<file path="src/rtl/multdiv_pkg.sv">
// Shared widths and FSM encodings for the multiply/divide block family.
package multdiv_pkg;

  localparam int NIB_W  = 4;
  localparam int BYTE_W = 8;
  localparam int PROD_W = 16;

  typedef enum logic [1:0] {
    ST_IDLE = 2'd0,
    ST_MUL  = 2'd1,
    ST_DONE = 2'd2
  } state_t;

endpackage

</file>
<file path="src/rtl/fourbitwallace.sv">
// Combinational 4x4 unsigned multiplier: four partial-product rows reduced
// by two carry-save stages and one final carry-propagate add.
module fourbitwallace
  import multdiv_pkg::*;
(
  input  logic [NIB_W-1:0]  i_x,
  input  logic [NIB_W-1:0]  i_y,
  output logic [BYTE_W-1:0] o_p
);

  logic [BYTE_W-1:0] w_r0, w_r1, w_r2, w_r3;
  logic [BYTE_W-1:0] w_s1, w_m1, w_c1;
  logic [BYTE_W-1:0] w_s2, w_m2, w_c2;

  assign w_r0 = {4'b0, i_x & {NIB_W{i_y[0]}}};
  assign w_r1 = {3'b0, i_x & {NIB_W{i_y[1]}}, 1'b0};
  assign w_r2 = {2'b0, i_x & {NIB_W{i_y[2]}}, 2'b0};
  assign w_r3 = {1'b0, i_x & {NIB_W{i_y[3]}}, 3'b0};

  // Carry-save stage 1: rows 0..2 -> sum + carry
  assign w_s1 = w_r0 ^ w_r1 ^ w_r2;
  assign w_m1 = (w_r0 & w_r1) | (w_r0 & w_r2) | (w_r1 & w_r2);
  assign w_c1 = w_m1 << 1;

  // Carry-save stage 2: fold in row 3
  assign w_s2 = w_s1 ^ w_c1 ^ w_r3;
  assign w_m2 = (w_s1 & w_c1) | (w_s1 & w_r3) | (w_c1 & w_r3);
  assign w_c2 = w_m2 << 1;

  assign o_p = w_s2 + w_c2;

endmodule

</file>
<file path="src/rtl/mult8_seq.sv">
// 8x8 unsigned sequential multiplier: one 4x4 partial product per cycle,
// four cycles per operand pair, valid/ready handshakes on both sides.
module mult8_seq
  import multdiv_pkg::*;
(
  input  logic              clock,
  input  logic              reset,
  input  logic              in_valid,
  output logic              in_ready,
  input  logic [BYTE_W-1:0] a,
  input  logic [BYTE_W-1:0] b,
  output logic              out_valid,
  input  logic              out_ready,
  output logic [PROD_W-1:0] p,
  output state_t            o_dbg_state
);

  // Handshakes: a transfer happens on a rising edge where valid and ready
  // are both 1; ready never depends on valid, and out_valid/p stay stable
  // until the transfer.

  state_t            r_state;
  logic [BYTE_W-1:0] r_a, r_b;
  logic [PROD_W-1:0] r_acc;
  logic [1:0]        r_step;
  logic              r_in_ready, r_out_valid;

  logic [NIB_W-1:0]  w_a_nib, w_b_nib;
  logic [BYTE_W-1:0] w_pp;
  logic [3:0]        w_shamt;
  logic [PROD_W-1:0] w_pp_shifted;

  assign w_a_nib = r_step[0] ? r_a[7:4] : r_a[3:0];
  assign w_b_nib = r_step[1] ? r_b[7:4] : r_b[3:0];

  fourbitwallace u_mul (
    .i_x (w_a_nib),
    .i_y (w_b_nib),
    .o_p (w_pp)
  );

  // Shift is 4 * (step[0] + step[1]): 0, 4, 4, 8
  always_comb begin
    w_shamt = 4'd0;
    case (r_step)
      2'd0:    w_shamt = 4'd0;
      2'd1,
      2'd2:    w_shamt = 4'd4;
      default: w_shamt = 4'd8;
    endcase
  end

  assign w_pp_shifted = {8'b0, w_pp} << w_shamt;

  always_ff @(posedge clock or posedge reset) begin
    if (reset) begin
      r_state     <= ST_IDLE;
      r_a         <= '0;
      r_b         <= '0;
      r_acc       <= '0;
      r_step      <= '0;
      r_in_ready  <= 1'b1;
      r_out_valid <= 1'b0;
    end else begin
      case (r_state)
        ST_IDLE: begin
          if (in_valid) begin
            r_a        <= a;
            r_b        <= b;
            r_acc      <= '0;
            r_step     <= '0;
            r_in_ready <= 1'b0;
            r_state    <= ST_MUL;
          end
        end
        ST_MUL: begin
          r_acc  <= r_acc + w_pp_shifted;
          r_step <= r_step + 2'd1;
          if (r_step == 2'd3) begin
            r_out_valid <= 1'b1;
            r_state     <= ST_DONE;
          end
        end
        ST_DONE: begin
          if (out_ready) begin
            r_out_valid <= 1'b0;
            r_in_ready  <= 1'b1;
            r_state     <= ST_IDLE;
          end
        end
        default: begin
          r_out_valid <= 1'b0;
          r_in_ready  <= 1'b1;
          r_state     <= ST_IDLE;
        end
      endcase
    end
  end

  assign in_ready    = r_in_ready;
  assign out_valid   = r_out_valid;
  assign p           = r_acc;
  assign o_dbg_state = r_state;

endmodule
</file>
<file path="config.mk">
export PLATFORM = sky130hd
export DESIGN_NAME = mult8_seq
export DESIGN_NICKNAME = d
export VERILOG_FILES = /design/src/rtl/multdiv_pkg.sv /design/src/rtl/fourbitwallace.sv /design/src/rtl/mult8_seq.sv
export SDC_FILE = /design/constraint.sdc
export NUM_CORES = 1
export LEC_CHECK = 0
export BUFFER_PORTS_ARGS = -buffer_cell sky130_fd_sc_hd__buf_2
export CAP_MARGIN = 20
export CELL_PAD_IN_SITES_DETAIL_PLACEMENT = 1
export CELL_PAD_IN_SITES_GLOBAL_PLACEMENT = 2
export CORE_MARGIN = 5
export CORE_UTILIZATION = 36
export DETAILED_ROUTE_END_ITERATION = 10
export GPL_TIMING_DRIVEN = 1
export PLACE_DENSITY = 0.76
export SLEW_MARGIN = 20
export SYNTH_ARGS = -nofsm -noshare
export SYNTH_HDL_FRONTEND = slang
export SYNTH_SLANG_ARGS = --single-unit
</file>
<file path="constraint.sdc">
create_clock -name clock -period 6.2 [get_ports clock]
set_clock_uncertainty 0.15 [all_clocks]
set_input_delay 1.24 -clock clock [delete_from_list [all_inputs] [get_ports clock]]
set_output_delay 1.24 -clock clock [all_outputs]
set_load 0.01 [all_outputs]
</file>
==> flow_summary.ini, run 1 <==
[die]
io_pins = 40
die_h_um = 98.3
initial_core_util_pct = 36.7
die_w_um = 98.3
fp-row-count = 32
die_area_um2 = 9660
core-area_um2 = 7650

[setup_path]
cp.required_ns = 6.29
critPathKind = reg -> reg
start_kind = flop
cp_data_arrival_time_ns = 5.35
end_kind = flop
cp_max_fo = 7

[cells_and_area]
multi_input_area_um2 = 1750
drive_above_1_share_pct = 26.0
antennaDiodeCount = 0
area_growth_pct = 14.6
seqCellArea_um2 = 952
fillers = 915
fin_util_pct = 42.0
nets = 383
final_cells = 436

[global_routing]
grt_max_degree = 39
grt_pass1_wl_um = 12300
overflow = 0
grt_usage_pct = 15.8
first_global_vias = 2431
antenna_found_initial = 0

[run]
cap_violations = 0

[routing]
firstDrtPassIters = 5
route.detailed.drc = 0
wl_um = 7310
ant_nets = 0
wl_per_cell_um = 16.8
vias = 2270
drt-initial-drc-count = 48
viasPerCell = 5.21

[synthesis]
synth_area_um2 = 2810
yosysTopAreaCell = dfrtp_1
synth_adder_area_share_pct = 15.2
yosys_warnings = 0
syn_inst = 293
synth_xor_area_share_pct = 3.74
synth-simple-area-share_pct = 15.2
synth_top_area_share_pct = 33.0
muxShareOfSynthArea_pct = 10.7
syn-num-nets = 343
ys_ff_latch = 38
synth-edff-count = 0
synth_compound_area_share_pct = 17.4
synth_top_family_by_area = compound AO/OA/AOI/OAI gates
synth.area.top_cells = dfrtp_1 33%, ha_1 10%, mux2_2 6.4%
synth_ff_type = dfrtp_1
avgSynthCellArea_um2 = 9.58
async_reset_ff_share_pct = 100
synth_most_common_cell = dfrtp_1
synth_seq_area_share_pct = 33.9
ys_types = 54
yosys-top-cells-count = 37 x dfrtp_1, 31 x nor2_1, 30 x nand2_1, 23 x ha_1, 16 x mux2_2

[clock_network]
cts_made_buffers = 5
cts.sinks = 38
clock_latency_ns = 0.30
htree_levels = 2
clkTransAtPathRegs_ns = 0.08
hold_buffers = 0
postCtsSetupRepairBufs = 0
ctsResizeCount = 0
clockBufferDepth = 2
cts_root_buffer = clkbuf_8
cts_tree = built

[sta]
worstMarginPinSlew_ns = 0.651
setup_violations = 0
max_slew_margin_pct = 56.5
drv_slew = 0
layout_setup_ws_ns = 0.935
setup_tns_ns = 0
fmax_ghz = 0.190
finalCriticalPeriod_ns = 5.27
fin_crit_sh_pct = 84.9
hold_violations = 0
rsz0062_at_grt = false

[place]
place_ws_ns = 0.898
port_buffers = 39
gp_congestion = 0.802
dp_hpwl_um = 5800
placed_cells = 428

[outcome]
status = finished, final reports clean

[min_path]
hold_class = reg -> reg
==> per-stage QoR <==
stage	cell area (um2)	hold slack [ns]
5_1_grt	3220	0.382
3_3_place_gp	3110	0.341
4_1_cts	3220	0.364
6_report	3220	0.360
2_1_floorplan	2810	0.330
3_5_place_dp	3110	0.345
==> path summary, 6_finish.rpt <==
check	cells past startpoint	to	start	slack [ns]
setup / recovery	18	p[12]	r_step[0]	0.93
hold / removal	1	r_a[0]	r_a[0]	0.36
setup reg to reg	18	p[12]	r_step[0]	0.93
hold reg to reg	1	r_a[0]	r_a[0]	0.36
max in group asynchronous	3	in_ready	reset	4.65
min in group asynchronous	3	r_b[0]	reset	0.90
==> registers in the layout (all words and copies together), names as in the netlist <==
signal / flops
p: 16
r_b: 8
in_ready: 1
r_a: 8
o_dbg_state: 2
out_valid: 1
r_step: 2
==> per-layer routing <==
metal  up-vias  GRT usage, %  wire [um]
met3        11          3.50        226
met4         0          4.31        114
met1      1105          18.9       3270
li1       1122             -          -
met2        32          28.5       3700
met5         -             0          0
==> final cells by class <==
cell class / count / share of cell area, %
Multi-Input combinational cell: 231 / 54.4
Sequential cell: 38 / 29.6
Timing Repair Buffer: 43 / 7.00
Tap cell: 102 / 3.97
Clock buffer: 6 / 2.26
Inverter: 14 / 1.63
Clock inverter: 2 / 1.17
==> logic make-up (layout without fill, tap and decap cells) <==
group                    count (synthesis)  count (layout)
XOR/XNOR                                12              12
adder cells (fa/ha/maj)                 30              30
buffers and inverters                   24              65
flip-flops                              38              38
AO/OA/AOI/OAI                           69              69
AND/OR/NAND/NOR                         92              92
multiplexers                            28              28
==> layout by cell type, fill, tap and decap left out, types with 4 or more instances in the layout <==
| master | netlist | routed |
|---|---|---|
| mux2_2 | 16 | 16 |
| a21oi_1 | 14 | 14 |
| buf_2 | 1 | 39 |
| ha_1 | 23 | 23 |
| fa_1 | 7 | 7 |
| nand3_1 | 5 | 5 |
| buf_4 | 0 | 4 |
| clkbuf_8 | 0 | 5 |
| mux2i_1 | 11 | 11 |
| nand2_1 | 30 | 30 |
| o21bai_1 | 6 | 6 |
| a21oi_2 | 6 | 6 |
| dfrtp_1 | 37 | 37 |
| o21ai_1 | 5 | 5 |
| a22o_1 | 5 | 5 |
| nor3_1 | 4 | 4 |
| nor2_1 | 31 | 31 |
| xor2_1 | 5 | 5 |
| a21o_1 | 4 | 4 |
| o21ai_0 | 9 | 9 |
| xnor2_1 | 7 | 7 |
| inv_1 | 12 | 12 |
| o22ai_1 | 4 | 4 |
==> worst max-delay path: stages, from the launching register on <==
cell	delay, ns
dfrtp_1	0.54
mux2i_1	0.19
or2_2	0.34
fa_1	0.53
inv_1	0.05
fa_1	0.53
ha_1	0.17
inv_1	0.06
fa_1	0.51
nor2_1	0.05
a21oi_1	0.22
nor2_1	0.09
ha_1	0.41
a21o_1	0.24
a311oi_2	0.33
o21bai_1	0.15
a21oi_2	0.22
mux2_1	0.34
nand3_1	0.08
Power of run 1 is not shown: default switching activity piles up to over one toggle a cycle in this logic, so the estimate is an artifact.
==> run 2: changes to the inputs <==
Settings changed: ABC_AREA set to 1, CORE_UTILIZATION 36 to 32, PLACE_DENSITY 0.76 to 0.75.
Clock period 6.2 ns to 5.16 ns, I/O delays scaled along.
==> run 2 against run 1 <==
Wire length up 20%. Non-clock buffer count is 1 lower. Synthesized cell count is 43% higher. Design area increased by 4.7%. Final cell count rose by 31%. First-iteration DRC count increased by 71%. Area after synthesis rose by 4.6%. Global-route usage grew 0.76 points. Setup slack got worse by 0.69 ns. Hold slack lost 0.020 ns. Clock-buffer cell count increased by 1.
==> flow_summary.ini, run 2 <==
[setup_path]
cp_slowest_cell = fa_1
path_cells = nand2_1 > o21ai_0 > or2_2 > fa_1 > inv_1 > fa_1 > ha_1 > inv_1 > fa_1 > xnor2_2 > mux2i_2 > nor2_1 > ha_1 > nand2_1 > inv_1 > a21oi_1 > nand2_1 > o21ai_0 > nand2_1
cp.required_ns = 5.20
start_kind = flop
worstSetupPathDepth = 19
critPathMostFrequentCell = nand2_1
r2r-start = r_step[0]
cp_data_arrival_time_ns = 4.95
crit_path_end = p[7]
r2r-end = p[7]
critPathKind = reg -> reg
slowest_delay_ns = 0.54
reg2reg_slack_ns = 0.25
cp_top_family = adder cells
critPathBufInv = 3
cp_max_fo = 11
reg2regPathDepth = 19
end_kind = flop
critPathLaunch = r_step[0]

[routing]
vias = 2788
wl_per_cell_um = 15.3
route.detailed.drc = 0
highest_layer = met4
wl_met1_um = 4420
routed-wl-met3_um = 207
wl_met2_um = 4040
ant_nets = 0
drt-initial-drc-count = 82
viasPerCell = 4.87
firstDrtPassIters = 4
wl_um = 8770

[cells_and_area]
largest_reg_flops = 16
antennaDiodeCount = 0
area_growth_pct = 14.7
fin_area_um2 = 3370
nets = 511
drive_above_1_share_pct = 14.1
final_cells = 573
most-common-layout-cells = 156 x nand2_1, 48 x inv_1, 39 x buf_2
final_common_cell = nand2_1

[clock_network]
cts_tree = built
cts.sinks = 38
cts_root_buffer = clkbuf_8
clkTransAtPathRegs_ns = 0.09
clockBufferDepth = 2
postCtsSetupRepairBufs = 0
cts_made_buffers = 5
htree_levels = 2
clock_latency_ns = 0.30

[sta]
rsz0062_at_grt = false
setup_tns_ns = 0
max_slew_margin_pct = 56.2
hold_violations = 0
finalCriticalPeriod_ns = 4.91
fin_crit_sh_pct = 95.2
worstMarginPinSlew_ns = 0.657
fmax_ghz = 0.204
drv_slew = 0
layout_setup_ws_ns = 0.249
setup_violations = 0

[synthesis]
avgSynthCellArea_um2 = 6.99
ys_ff_latch = 38
synth.area.top_cells = dfrtp_1 32%, nand2_1 20%, ha_1 9.8%
yosys-top-cells-count = 156 x nand2_1, 48 x inv_1, 38 x nor2_1, 37 x dfrtp_1, 27 x o21ai_0
synth-edff-count = 0
synth_area_um2 = 2940
async_reset_ff_share_pct = 100
yosysTopAreaCell = dfrtp_1
syn_inst = 420
synth_most_common_cell = nand2_1
yosys_warnings = 0
synth_seq_area_share_pct = 32.4
syn-num-nets = 470
synth_top_area_share_pct = 31.5
ys_types = 29
synth_ff_type = dfrtp_1

[min_path]
holdPathStages = 2
hold_class = reg -> reg

[place]
port_buffers = 39
gp_congestion = 0.830
placed_cells = 565
dpl-instance-area_um2 = 3230
place_ws_ns = 0.211
dp_hpwl_um = 6930

[run]
cap_violations = 0

[die]
die_h_um = 106
io_pins = 40
fp-row-count = 35
die_area_um2 = 11200
initial_core_util_pct = 32.2
core-area_um2 = 9110
die_w_um = 106

[global_routing]
antenna_found_initial = 0
grt_pass1_wl_um = 14800
first_global_vias = 2985
grt_max_degree = 39
grt_usage_pct = 16.6
overflow = 0

[outcome]
status = finished, final reports clean
## run 2: logic make-up after synthesis
group / share of synthesized area (%)
flip-flops: 32.4
multiplexers: 1.02
buffers and inverters: 8.40
XOR/XNOR: 0.895
adder cells (fa/ha/maj): 14.6
AND/OR/NAND/NOR: 33.4
AO/OA/AOI/OAI: 9.29
## run 2: worst min path at each step
stage / from / endpoint / slack, ns
after floorplan: r_a[0] / r_a[0] / 0.29
after global placement: r_b[3] / r_b[3] / 0.32
after detailed placement: r_b[3] / r_b[3] / 0.32
after CTS: r_b[3] / r_b[3] / 0.34
after global routing: r_b[2] / r_b[2] / 0.37
final: r_b[3] / r_b[3] / 0.34
## run 2: tightest hold or removal path, cell delays in order, from the launching register on
cell and delay [ns]:
dfrtp_1 0.35, nand2_1 0.06, nand2_1 0.05
## run 2: final cells by class
cell class | count | area, um2
Tap cell | 111 | 139
Timing Repair Buffer | 42 | 218
Multi-Input combinational cell | 324 | 1750
Clock buffer | 7 | 86.3
Clock inverter | 1 | 30.0
Fill cell | 1207 | 5740
Sequential cell | 38 | 955
Inverter | 50 | 188
## run 2: what timing repair did
action | in CTS | in global routing
setup endpoints to repair | 0 | 6
hold buffers | 0 | 0
gates resized for setup | 0 | 6
## run 2: through the flow
| step | utilization (%) | hold WS, ns |
|---|---|---|
| after floorplan | - | 0.294 |
| after global placement | 35.5 | 0.319 |
| after detailed placement | 35.5 | 0.319 |
| after CTS | 36.8 | 0.342 |
| after global routing | 37.0 | 0.371 |
| final | 37.0 | 0.340 |
## run 2: metal layers
metal	GRT usage, %	vias up
met3	2.14	8
met1	23.1	1323
met5	0	-
li1	-	1421
met4	4.35	0
met2	27.2	36
Power of run 2 is left out for the same reason.
